<file path="config.mk">
export PLATFORM = sky130hd
export DESIGN_NAME = button_debounce_flat
export DESIGN_NICKNAME = d
export VERILOG_FILES = /design/src/rtl/button_debounce_pkg.sv /design/src/rtl/button_debounce_if.sv /design/src/rtl/button_debounce_sync2.sv /design/src/rtl/button_debounce.sv /design/src/flat_wrapper.sv
export SDC_FILE = /design/constraint.sdc
export NUM_CORES = 1
export LEC_CHECK = 0
export BUFFER_PORTS_ARGS = -buffer_cell sky130_fd_sc_hd__buf_4
export CORE_MARGIN = 2
export CORE_UTILIZATION = 40
export DETAILED_ROUTE_END_ITERATION = 10
export PLACE_DENSITY_LB_ADDON = 0.12
export SYNTH_ARGS = -nofsm -noshare
export SYNTH_HDL_FRONTEND = slang
export SYNTH_SLANG_ARGS = --single-unit
</file>
<file path="constraint.sdc">
create_clock -name clk_i -period 2.4 [get_ports clk_i]
set_clock_uncertainty 0.1 [all_clocks]
set_input_delay 0.48 -clock clk_i [delete_from_list [all_inputs] [get_ports clk_i]]
set_output_delay 0.48 -clock clk_i [all_outputs]
set_load 0.005 [all_outputs]
</file>
<file path="src/rtl/button_debounce_pkg.sv">
// Shared constants and helpers for the pushbutton debouncer.
package debounce_pkg;

    localparam int unsigned default_stable_cycles_lp = 120000; // 10 ms at 12 MHz
    localparam int unsigned sim_stable_cycles_lp     = 4;

    // Counter must hold values up to stable_cycles-1; sized from stable_cycles+1.
    function automatic int unsigned cnt_width_f(input int unsigned stable_cycles);
        return (stable_cycles < 1) ? 1 : $clog2(stable_cycles + 1);
    endfunction

endpackage

</file>
<file path="src/rtl/button_debounce_if.sv">
// Button bundle: raw inputs towards the debouncer, clean levels and pulses back.
interface button_debounce_if #(
    parameter int unsigned width_p = 3
);

    logic [width_p-1:0] btn_async_i;
    logic [width_p-1:0] level_o;
    logic [width_p-1:0] press_o;
    logic [width_p-1:0] release_o;

    modport master (
        output btn_async_i,
        input  level_o,
        input  press_o,
        input  release_o
    );

    modport slave (
        input  btn_async_i,
        output level_o,
        output press_o,
        output release_o
    );

endinterface

</file>
<file path="src/rtl/button_debounce_sync2.sv">
// Two-flop synchronizer for asynchronous inputs, with a configurable reset level.
module sync2 #(
    parameter int unsigned width_p       = 1,
    parameter logic        reset_level_p = 1'b0
) (
    input  logic               clk_i,
    input  logic               reset_i,
    input  logic [width_p-1:0] d_i,
    output logic [width_p-1:0] q_o
);

    logic [width_p-1:0] meta_q;
    logic [width_p-1:0] sync_q;

    always_ff @(posedge clk_i) begin
        if (reset_i) begin
            meta_q <= {width_p{reset_level_p}};
            sync_q <= {width_p{reset_level_p}};
        end else begin
            meta_q <= d_i;
            sync_q <= meta_q;
        end
    end

    assign q_o = sync_q;

endmodule

</file>
<file path="src/rtl/button_debounce.sv">
// Per-channel debouncer: synchronize, require a stable run of disagreeing samples,
// then update the clean level and emit a registered one-cycle press/release pulse.
module button_debounce
    import debounce_pkg::*;
#(
    parameter int unsigned width_p         = 3,
    parameter int unsigned stable_cycles_p = default_stable_cycles_lp,
    parameter logic        reset_level_p   = 1'b0
) (
    input logic               clk_i,
    input logic               reset_i,
    button_debounce_if.slave  btn_if
);

    localparam int unsigned            cnt_w_lp    = cnt_width_f(stable_cycles_p);
    localparam logic [cnt_w_lp-1:0]    cnt_last_lp = cnt_w_lp'(stable_cycles_p - 1);
    localparam logic [cnt_w_lp-1:0]    cnt_one_lp  = cnt_w_lp'(1);

    logic [width_p-1:0] sync;
    logic [width_p-1:0] level_w;
    logic [width_p-1:0] press_w;
    logic [width_p-1:0] release_w;

    sync2 #(
        .width_p      (width_p),
        .reset_level_p(reset_level_p)
    ) u_sync2 (
        .clk_i  (clk_i),
        .reset_i(reset_i),
        .d_i    (btn_if.btn_async_i),
        .q_o    (sync)
    );

    for (genvar ch = 0; ch < width_p; ch++) begin : g_ch
        logic [cnt_w_lp-1:0] cnt_q, cnt_d;
        logic                level_q, level_d;
        logic                press_q, press_d;
        logic                release_q, release_d;

        // Any agreeing sample restarts the run, so short glitches never accumulate.
        always_comb begin
            cnt_d     = cnt_q;
            level_d   = level_q;
            press_d   = 1'b0;
            release_d = 1'b0;
            if (sync[ch] == level_q) begin
                cnt_d = '0;
            end else if (cnt_q == cnt_last_lp) begin
                level_d   = sync[ch];
                cnt_d     = '0;
                press_d   = sync[ch];
                release_d = ~sync[ch];
            end else begin
                cnt_d = cnt_q + cnt_one_lp;
            end
        end

        always_ff @(posedge clk_i) begin
            if (reset_i) begin
                cnt_q     <= '0;
                level_q   <= reset_level_p;
                press_q   <= 1'b0;
                release_q <= 1'b0;
            end else begin
                cnt_q     <= cnt_d;
                level_q   <= level_d;
                press_q   <= press_d;
                release_q <= release_d;
            end
        end

        assign level_w[ch]   = level_q;
        assign press_w[ch]   = press_q;
        assign release_w[ch] = release_q;
    end

    assign btn_if.level_o   = level_w;
    assign btn_if.press_o   = press_w;
    assign btn_if.release_o = release_w;

endmodule

</file>
<file path="src/flat_wrapper.sv">
// flat-port wrapper written by rule: the top's interface ports become plain ports
module button_debounce_flat import debounce_pkg::*;
#(
    parameter int unsigned width_p         = 3,
    parameter int unsigned stable_cycles_p = default_stable_cycles_lp,
    parameter logic        reset_level_p   = 1'b0
)
  (clk_i, reset_i, btn_if_btn_async_i, btn_if_level_o, btn_if_press_o, btn_if_release_o);
  button_debounce_if #(.width_p(width_p)) btn_if_i ();
  input logic clk_i;
  input logic reset_i;
  input wire logic [$bits(btn_if_i.btn_async_i)-1:0] btn_if_btn_async_i;
  output wire logic [$bits(btn_if_i.level_o)-1:0] btn_if_level_o;
  output wire logic [$bits(btn_if_i.press_o)-1:0] btn_if_press_o;
  output wire logic [$bits(btn_if_i.release_o)-1:0] btn_if_release_o;
  assign btn_if_i.btn_async_i = btn_if_btn_async_i;
  assign btn_if_level_o = btn_if_i.level_o;
  assign btn_if_press_o = btn_if_i.press_o;
  assign btn_if_release_o = btn_if_i.release_o;
  button_debounce #(.width_p(width_p), .stable_cycles_p(stable_cycles_p), .reset_level_p(reset_level_p)) u_core (.clk_i(clk_i), .reset_i(reset_i), .btn_if(btn_if_i));
endmodule
</file>
; ---- Word-level counts from Yosys, hierarchy flattened
; Cells that the tools add are included.
[totals]
output_inout_bits = 9
word_cells = 41
input_bits = 5
regBits = 66
[classes]
eq_ne = 6
reduce_logical = 9
addsub = 3
bitwise_logic = 9
[op_table]
columns = op, n
row1 = "adder 17 x 1 -> 17 bit, second input constant", 3
row2 = "== test 17 bit, second input constant", 3
row3 = OR reduction 3 bit, 6
row4 = NOT 1 bit, 9
row5 = AND reduction 2 bit, 3
row6 = == test 1 bit, 3

; ---- Depth between registers and ports, before layout
; Gate-level depths: netlist (run 1).
[depth]
depth_word = 3
ltp_mapped = 8

; ---- Modules after synthesis
; A second synthesis (run 1) with hierarchy kept.
[unflattened]
hier_cells = 316
area_unflattened_um2 = 2892.8
[modules_own_cells]
columns = module, instances, area_each_um2, seq_area_each_um2, cells_per_inst
row1 = button_debounce, 1, 2735.1, 1201.2, 304
row2 = sync2, 1, 157.7, 120.1, 12

; ---- Worst setup path after synthesis (run 1)
; OpenSTA, ideal clock, no wires.
[synth_path]
path_kind = reg2reg
from = reg u_core.g_ch[2].cnt_q[0]
to = reg u_core.g_ch[2].cnt_q[10]
arrival_ns = 1.773
n_path_buf = 3
setup_slack_ns = 0.410
required_time_ns = 2.183
period_less_slack_ns = 1.990
stages_incl_launch_ff = 9
path_cell_list = dfxtp_1 -> ha_1 -> clkbuf_1 -> and4_1 -> and4_1 -> a211o_1 -> clkbuf_1 -> buf_2 -> nor2_1
[synth_between]
elab_chain_len = 2
elab_cells_between_ends = 3
[synth_rtl]
columns = item, line
row1 = "start, declared", button_debounce.sv:35  ; logic [cnt_w_lp-1:0] cnt_q, cnt_d;
row2 = "start signal, assigned", button_debounce.sv:65  ; cnt_q <= cnt_d;
row3 = "parallel branches: the longest is 2 deep, another holds adder 17 x 1 -> 17 bit", --
; Parallel ways; which one is timed is not known.
; A chain may end at the register's enable or synchronous reset.

; ---- Worst setup path after layout (run 1)
[layout_path]
from = reg u_core.g_ch[1].cnt_q[0]
to = reg u_core.g_ch[1].cnt_q[16]
[layout_between]
elab_chain_len = 2
elab_cells_between_ends = 3
[layout_rtl]
columns = item, line
row1 = "start, declared", button_debounce.sv:35
row2 = "start signal, assigned", button_debounce.sv:65
row3 = "parallel branches: the longest is 2 deep, another holds adder 17 x 1 -> 17 bit", --
; Parallel ways; which one is timed is not known.

==> results.ini, run 1 <==
[clock_tree]
insertion_delay_ns=0.33
cts.clk_slew.worst_paths_ns=0.07
clock_sinks=66
cts_tree=done
cts-htree-levels=3
post_cts_buffers=0
cts_root_buf=clkbuf_8
cts_hold_repair.buffers=0
cts_buffer_depth=2
post_cts_resized=0
cts_buffers=9

[global_routing]
overflow=0
grt_use_total=0.146
grt_pass1_vias=1980
grt_pass1_wl_um=8980
grt_max_degree=19
antenna_found_initial=0

[worst_setup_path]
cp-start-kind=register
crit_path_end_kind=register
crit_start=u_core.g_ch[1].cnt_q[0]$_SDFF_PP0_
reg2reg_from=u_core.g_ch[1].cnt_q[0]$_SDFF_PP0_
critPathMaxFanout=7
path_buf_inv=0
cp_data_required_time_ns=2.56
slowest_stage=or4_1
crit_family=simple AND/OR/NAND/NOR gates
reg2regPathDepth=5
cpPeakStageDelay_ns=0.52
cp_cell_sequence=ha_1 -> nand3_2 -> or3_1 -> or4_1 -> a21oi_1
reg2reg_slack_ns=0.38
worstSetupPathType=register to register
cp.depth=5
crit_arrival_ns=2.18

[pwr]
powerDensity_mw_per_mm2=665
p_leak_nw=0.970
power_mw=2.15
ir_worst_vdd_uv=582

[synth]
synth_area_leaders=dfxtp_1 46%, xnor2_1 10%, nor2_1 7.6%, nor4_1 3.7%, nand4_1 3.5%
syn_area_mm2=0.00287
synth-edff-count=0
yosys_warnings=0
synth-seq-cells=66
syn_inst=318
synth_nets=326
syn_avg_cell_area_um2=9.03
synth_top_cell_by_area=dfxtp_1
async_reset_ff_frac=0
yosysUniqueCellTypes=38
synthFlopType=dfxtp_1
yosysSeqAreaShare=0.460
synth_top_cell_area_share=0.460

[final_layout]
num-fill-cells=691
design_area_mm2=0.00324
layout_commonest_cell=dfxtp_1
drive_gt1_frac=0.122
antenna_cells=0
final_cell_mix=66 x dfxtp_1, 58 x nor2_1, 33 x xnor2_1
syn_to_final_growth_pct=12.8
nNetsFinal=338

[sta]
setup_viol=0
max_freq_mhz=495
tns_ns=0
tightestPinTransition_ns=0.406
maxSlewHeadroom=0.725
period_share=0.841
drv_slew=0
layout_min_cycle_time_ns=2.02
finalHoldViolCount=0
rsz0062_at_grt=false

[route]
via_count=2131
post_drt_wl_per_cell_um=12.0
firstDrtPassIters=4
totalWireLength_um=5170
viasPerCell=4.94
drc=0
dr.first_iter.drc_count=58
ant_nets=0

[placed_design]
io_buffers=13
dp.final_hpwl_um=3550
routabilityCongestion=0.791
dpl-instance-area_mm2=0.00302

[die]
io_pins=14
dieArea_mm2=0.00787
die_h_um=88.7
fp.coreArea_mm2=0.00687
initial_core_util=0.418
die_x_um=88.7
rows=30

[worst_hold_path]
hold_path_depth=2
hold_class=input pin to register
hp-start=btn_if_btn_async_i[1]

[job]
max-cap-violations=0

[outcome]
outcome=completed

## cell usage after synthesis (4+ instances only)
library cell,count
and4_1,4
nand2b_1,4
nor3_1,13
nand2_1,10
nor2_1,58
clkbuf_1,5
buf_4,10
or3_1,4
nand4_1,16
xnor2_1,33
dfxtp_1,66
xor2_1,10
nor4_1,17
inv_1,10
nor2b_1,6
nand3_1,17
a21oi_1,4
## stage by stage
stage | hold WS [ns] | worst slack (ns) | utilization | cells
2_1_floorplan | 0.314 | 0.410 | - | 318
3_3_place_gp | 0.316 | 0.442 | 0.439 | 415
3_5_place_dp | 0.324 | 0.395 | 0.439 | 415
4_1_cts | 0.242 | 0.368 | 0.471 | 431
5_1_grt | 0.241 | 0.247 | 0.471 | 431
6_report | 0.259 | 0.381 | 0.471 | 431
## layer usage
metal	share of wire	vias up	routed length, µm	global-route usage
met1	0.50	971	2580	0.185
met2	0.45	35	2330	0.233
li1	-	1119	-	-
met5	0	-	0	0
met4	0.0095	0	49	0.0455
met3	0.041	6	212	0.0532
## worst paths after layout
kind | to
worst max-delay path | u_core.g_ch[1].cnt_q[16]$_SDFF_PP0_
worst min-delay path | u_core.u_sync2.meta_q[1]$_SDFF_PP0_
worst max register to register | u_core.g_ch[1].cnt_q[16]$_SDFF_PP0_
worst min register to register | u_core.u_sync2.q_o[0]$_SDFF_PP0_
## flip-flops by register name, summed over array words and instances, names as in the netlist
register / flops
u_core.g_ch.cnt_q: 51
u_core.g_ch.release_q: 3
u_core.u_sync2.meta_q: 3
u_core.g_ch.level_q: 3
u_core.g_ch.press_q: 3
u_core.u_sync2.q_o: 3
## worst reg2reg max path: stages (launching register included)
cell and delay, ns:
dfxtp_1 0.38, ha_1 0.22, nand3_2 0.18, or3_1 0.42
or4_1 0.52, a21oi_1 0.15
## report_power, final
group | internal, mW | switching, mW | total [mW]
clock network | 0.617 | 0.406 | 1.02
logic | 0.0111 | 0.0155 | 0.0266
registers | 1.10 | 0.00393 | 1.10
## cells by family after synthesis
| logic type | after synthesis | share of synthesized area |
|---|---|---|
| simple gates | 165 | 0.313 |
| xor+xnor | 43 | 0.131 |
| fa+ha+maj | 3 | 0.0131 |
| compound gates | 11 | 0.0227 |
| flops | 66 | 0.460 |
| mux | 2 | 0.00697 |
| buf+inv | 28 | 0.0532 |
## cell type report
type | count | area [µm²] | area share
sequential | 66 | 1320 | 0.408
timing repair buffer | 19 | 143 | 0.0441
inverter | 10 | 37.5 | 0.0116
clock inverter | 4 | 73.8 | 0.0228
multi-input combinational | 224 | 1400 | 0.431
clock buffer | 12 | 145 | 0.0448
tap | 96 | 120 | 0.0371
Power figures use the tool's default switching activity.
==> inputs of run 2 (changes only) <==
==> constraint.sdc (replaced) <==
create_clock -name clk_i -period 1.86 [get_ports clk_i]
set_clock_uncertainty 0.1 [all_clocks]
set_input_delay 0.372 -clock clk_i [delete_from_list [all_inputs] [get_ports clk_i]]
set_output_delay 0.372 -clock clk_i [all_outputs]
set_load 0.005 [all_outputs]
==> run 2 against run 1 <==
Flip-flop and latch count unchanged. Wire length up 4.6%. Die area stayed put. Power up 21%. Non-clock buffer count is 26 higher. Cell count grew 6.0%. Final area is 6.6% higher. Worst hold slack got worse by 0.12 ns. Sequential share of layout area decreased by 2.4 points. Count of clock-buffer cells in the layout is 2 lower. Register-to-register slack worse by 0.34 ns. First-iteration DRC count increased by 110%. Critical endpoint unchanged.
==> results.ini, run 2 (synthesis results as in run 1) <==
[outcome]
outcome=completed

[route]
viasPerCell=4.91
ant_nets=0
dr.first_iter.drc_count=119
via_count=2242
drc=0
firstDrtPassIters=4
totalWireLength_um=5410
post_drt_wl_per_cell_um=11.8

[sta]
drv_slew=0
period_share=0.978
fin_ws_ns=0.0405
maxSlewHeadroom=0.761
setup_viol=0
max_freq_mhz=550
layout_min_cycle_time_ns=1.82
rsz0062_at_grt=true
tns_ns=0
finalHoldViolCount=0
tightestPinTransition_ns=0.355

[final_layout]
layout_commonest_cell=dfxtp_1
final_cell_mix=63 x dfxtp_1, 58 x nor2_1, 43 x buf_4
nNetsFinal=364
antenna_cells=0
top_register=u_core.g_ch.cnt_q
fin_cells=457
design_area_mm2=0.00345
largest_reg_flops=51
syn_to_final_growth_pct=20.3
drive_gt1_frac=0.211
num-fill-cells=668

[job]
max-cap-violations=0

[clock_tree]
cts-htree-levels=3
cts_root_buf=clkbuf_8
cts.clk_slew.worst_paths_ns=0.07
cts_buffer_depth=2
cts_buffers=9
insertion_delay_ns=0.34
post_cts_buffers=0
clock_sinks=66
cts_tree=done

[die]
dieArea_mm2=0.00787
initial_core_util=0.418
die_h_um=88.7
fp.coreArea_mm2=0.00687
io_pins=14
rows=30
die_x_um=88.7

[placed_design]
routabilityCongestion=0.786
pre_cts_ws_ns=0.0302
dp.final_hpwl_um=3800
dpl-instance-area_mm2=0.00325
dp.cells=441
io_buffers=13

[global_routing]
antenna_found_initial=0
grt_use_total=0.153
grt_pass1_wl_um=9320
overflow=0
grt_pass1_vias=2144
grt_max_degree=19

[worst_setup_path]
worstSetupPathType=register to register
cp_data_required_time_ns=2.03
crit_arrival_ns=1.99
critPathMaxFanout=6
cp-start-kind=register
crit_path_end_kind=register

[pwr]
powerDensity_mw_per_mm2=757
ir_worst_vdd_uv=331
p_leak_nw=1.13
power_mw=2.61

[worst_hold_path]
hold_class=input pin to register

run 2: critical path: stages, from the launching register on:
cell and delay [ns]:
dfxtp_1 0.34, ha_2 0.20, nand3_2 0.09, or3_4 0.37, or4_1 0.50, a21oi_1 0.15
run 2: final cells by class:
type | count | area, µm² | area share
well taps | 96 | 120 | 0.0348
clock inverters | 6 | 57.6 | 0.0167
flip-flops and latches | 66 | 1330 | 0.384
clock buffers | 10 | 128 | 0.0370
multi-input cells | 224 | 1420 | 0.412
repair buffers | 45 | 363 | 0.105
inverters | 10 | 37.5 | 0.0109
run 2: what timing repair did:
item	in CTS	in global routing
hold buffers	0	0
gates resized for setup	0	6
endpoints found under the setup margin	0	36
run 2: through the flow:
| step | hold WS, ns | util |
|---|---|---|
| after floorplan | 0.314 | - |
| after global placement | 0.321 | 0.473 |
| after detailed placement | 0.323 | 0.473 |
| after CTS | 0.124 | 0.500 |
| after global routing | 0.127 | 0.503 |
| final | 0.139 | 0.503 |
run 2: layer usage:
layer / share of wire / vias up / track usage
met5: 0 / - / 0
met4: 0.021 / 0 / 0.0730
met3: 0.041 / 12 / 0.0494
met2: 0.42 / 36 / 0.240
met1: 0.51 / 1019 / 0.189
li1: - / 1175 / -
run 2: worst paths after layout:
kind                                             from  cells past startpoint  slack, ns                                  end
hold / removal                  btn_if_btn_async_i[2]                      2       0.14  u_core.u_sync2.meta_q[2]$_SDFF_PP0_
setup / recovery   u_core.g_ch[1].cnt_q[0]$_SDFF_PP0_                      5       0.04  u_core.g_ch[1].cnt_q[16]$_SDFF_PP0_
setup reg to reg   u_core.g_ch[1].cnt_q[0]$_SDFF_PP0_                      5       0.04  u_core.g_ch[1].cnt_q[16]$_SDFF_PP0_
hold reg to reg   u_core.u_sync2.meta_q[0]$_SDFF_PP0_                      1       0.34     u_core.u_sync2.q_o[0]$_SDFF_PP0_
run 2: power by group:
part	leakage [nW]	internal [mW]	switching, mW
Sequential	0.534	1.42	0.00397
Combinational	0.497	0.0184	0.0218
Clock	0.0958	0.609	0.539
==> inputs of run 3 (changes only) <==
--- a/config.mk
+++ b/config.mk
@@ -5,6 +5,7 @@
 export SDC_FILE = /design/constraint.sdc
 export NUM_CORES = 1
 export LEC_CHECK = 0
+export ABC_AREA = 1
 export BUFFER_PORTS_ARGS = -buffer_cell sky130_fd_sc_hd__buf_4
 export CORE_MARGIN = 2
 export CORE_UTILIZATION = 40
==> constraint.sdc (replaced) <==
create_clock -name clk_i -period 1.7 [get_ports clk_i]
set_clock_uncertainty 0.1 [all_clocks]
set_input_delay 0.34 -clock clk_i [delete_from_list [all_inputs] [get_ports clk_i]]
set_output_delay 0.34 -clock clk_i [all_outputs]
set_load 0.005 [all_outputs]
==> run 3 against run 2 <==
Via count grew 14%. Maximum frequency grew 17%. Global-route usage shrank 0.089 points. Sequential power grew 9.9%. Setup slack gained 0.11 ns. Count of clock-buffer cells in the layout grew 3. Clock power grew 19%. Cell count grew 23%. Area after synthesis grew 15%. Critical path depth grew 2. Combinational power grew 11%. Critical path type unchanged.
==> results.ini, run 3 <==
[route]
dr.first_iter.drc_count=74
totalWireLength_um=5900
via_count=2548
post_drt_wl_per_cell_um=10.5
viasPerCell=4.52
ant_nets=0
drc=0
firstDrtPassIters=4

[sta]
period_share=0.912
setup_viol=0
tightestPinTransition_ns=0.394
tns_ns=0
max_freq_mhz=645
layout_min_cycle_time_ns=1.55
holdWs_ns=0.122
rsz0062_at_grt=false
maxSlewHeadroom=0.736
finalHoldViolCount=0
drv_slew=0

[clock_tree]
cts_buffer_depth=2
cts_hold_repair.buffers=0
insertion_delay_ns=0.34
clock_sinks=66
cts.clk_slew.worst_paths_ns=0.07
cts_tree=done
cts_buffers=9
cts-htree-levels=3
cts_root_buf=clkbuf_8

[die]
die_h_um=94.7
rows=33
initial_core_util=0.406
die_x_um=94.7
dieArea_mm2=0.00897
fp.coreArea_mm2=0.00809
io_pins=14

[final_layout]
design_area_mm2=0.00362
num-fill-cells=853
syn_to_final_growth_pct=10.2
nNetsFinal=463
top_register=u_core.g_ch.cnt_q
final_core_util=0.448
antenna_cells=0
layout_commonest_cell=nand2_1
largest_reg_flops=51
drive_gt1_frac=0.183
final_cell_mix=103 x nand2_1, 73 x nor2_1, 66 x dfxtp_1

[synth]
synth_nets=450
synth_top_cell_by_area=dfxtp_1
synth_top_cell_area_share=0.402
syn_inst=442
synthAdderAreaFrac=0.0114
synth-xor-area-share=0.0612
synthMuxAreaShare=0
async_reset_ff_frac=0
yosys_warnings=0
synth_top_family_by_area=simple AND/OR/NAND/NOR gates
syn_avg_cell_area_um2=7.44
yosysSeqAreaShare=0.402
yosysMostFrequentCell=nand2_1
synth-seq-cells=66
synth-edff-count=0
synth_area_leaders=dfxtp_1 40%, nand2_1 12%, nor2_1 8.3%, nor2_2 6.7%, inv_1 5.8%
yosysUniqueCellTypes=27
synthFlopType=dfxtp_1
syn_area_mm2=0.00329
netlist_top_cells_count=103 x nand2_1, 73 x nor2_1, 66 x dfxtp_1
synth-compound-area-share=0.0396
synthSimpleGateAreaFrac=0.387

[worst_hold_path]
hold_class=input pin to register
hp-start=btn_if_btn_async_i[0]
worstHoldEndpoint=u_core.u_sync2.meta_q[0]$_SDFF_PP0_
hold_path_depth=3

[placed_design]
io_buffers=13
dp.final_hpwl_um=4350
dpl-instance-area_mm2=0.00340
routabilityCongestion=0.812

[worst_setup_path]
crit_path_end_kind=register
cp-start-kind=register
worstSetupPathType=register to register
critPathMaxFanout=3
cp_data_required_time_ns=1.83
crit_arrival_ns=1.68
reg2reg_slack_ns=0.15
reg2regPathDepth=7
reg2reg_from=u_core.g_ch[2].cnt_q[0]$_SDFF_PP0_
r2r_end=u_core.g_ch[2].cnt_q[12]$_SDFF_PP0_

[global_routing]
grt_pass1_wl_um=10500
grt_pass1_vias=2353
grt_max_degree=18
overflow=0
grt_use_total=0.152
antenna_found_initial=0

[outcome]
outcome=completed

[job]
max-cap-violations=0

[pwr]
ir_worst_vdd_uv=356
p_leak_nw=1.26
powerDensity_mw_per_mm2=820

[run 3: worst max-delay path by stage]
stage,startpoint,end,cells past startpoint
after floorplan,u_core.g_ch[0].cnt_q[0]$_SDFF_PP0_,u_core.g_ch[0].cnt_q[12]$_SDFF_PP0_,7
after global placement,u_core.g_ch[1].cnt_q[0]$_SDFF_PP0_,u_core.g_ch[1].cnt_q[15]$_SDFF_PP0_,8
after detailed placement,u_core.g_ch[1].cnt_q[0]$_SDFF_PP0_,u_core.g_ch[1].cnt_q[15]$_SDFF_PP0_,8
after CTS,u_core.g_ch[1].cnt_q[0]$_SDFF_PP0_,u_core.g_ch[1].cnt_q[15]$_SDFF_PP0_,8
after global routing,u_core.g_ch[2].cnt_q[0]$_SDFF_PP0_,u_core.g_ch[2].cnt_q[12]$_SDFF_PP0_,7
final,u_core.g_ch[2].cnt_q[0]$_SDFF_PP0_,u_core.g_ch[2].cnt_q[12]$_SDFF_PP0_,7
[run 3: critical path: stages (launching register included)]
cell	delay, ns
dfxtp_1	0.39
ha_1	0.22
nand3_2	0.14
inv_1	0.08
nand2_1	0.12
nor2_2	0.17
xor2_1	0.20
nor2_2	0.04
[run 3: power breakdown]
part           total [mW]  switching (mW)  internal (mW)
Clock                1.37           0.579          0.788
Combinational      0.0444          0.0294         0.0149
Sequential           1.56         0.00580           1.55
[run 3: timing repair]
item	in CTS	in global routing
endpoints found under the hold margin	0	0
setup endpoints to repair	0	2
setup buffers	0	0
gates resized for setup	0	2
[run 3: layout make-up]
type	instances	area (µm²)	area share
Multi-Input combinational cell	311	1660	0.458
Sequential cell	66	1320	0.365
Inverter	52	195	0.0539
Clock buffer	13	169	0.0466
Tap cell	105	131	0.0363
Timing Repair Buffer	15	113	0.0311
Clock inverter	2	35.0	0.00967
[run 3: cell families after synthesis]
| logic type | count (synthesis) |
|---|---|
| AND/OR/NAND/NOR | 259 |
| buffers and inverters | 65 |
| AO/OA/AOI/OAI | 26 |
| flip-flops | 66 |
| XOR/XNOR | 23 |
| adder cells (fa/ha/maj) | 3 |
[run 3: per-stage QoR]
stage | total power, mW | setup WS (ns) | std cells
2_1_floorplan | 1.63 | 0.253 | 442
3_3_place_gp | 1.64 | 0.128 | 549
3_5_place_dp | 1.64 | 0.0874 | 549
4_1_cts | 3.01 | 0.0766 | 564
5_1_grt | 3.12 | 0.00715 | 564
6_report | 2.97 | 0.150 | 564
[run 3: layer usage]
| layer | GRT usage | vias to the layer above | wire [µm] | part of all wire |
|---|---|---|---|---|
| met1 | 0.201 | 1122 | 2960 | 0.50 |
| met3 | 0.0463 | 9 | 239 | 0.041 |
| met2 | 0.228 | 39 | 2580 | 0.44 |
| li1 | - | 1378 | - | - |
| met4 | 0.0676 | 0 | 120 | 0.020 |
| met5 | 0 | - | 0 | 0 |
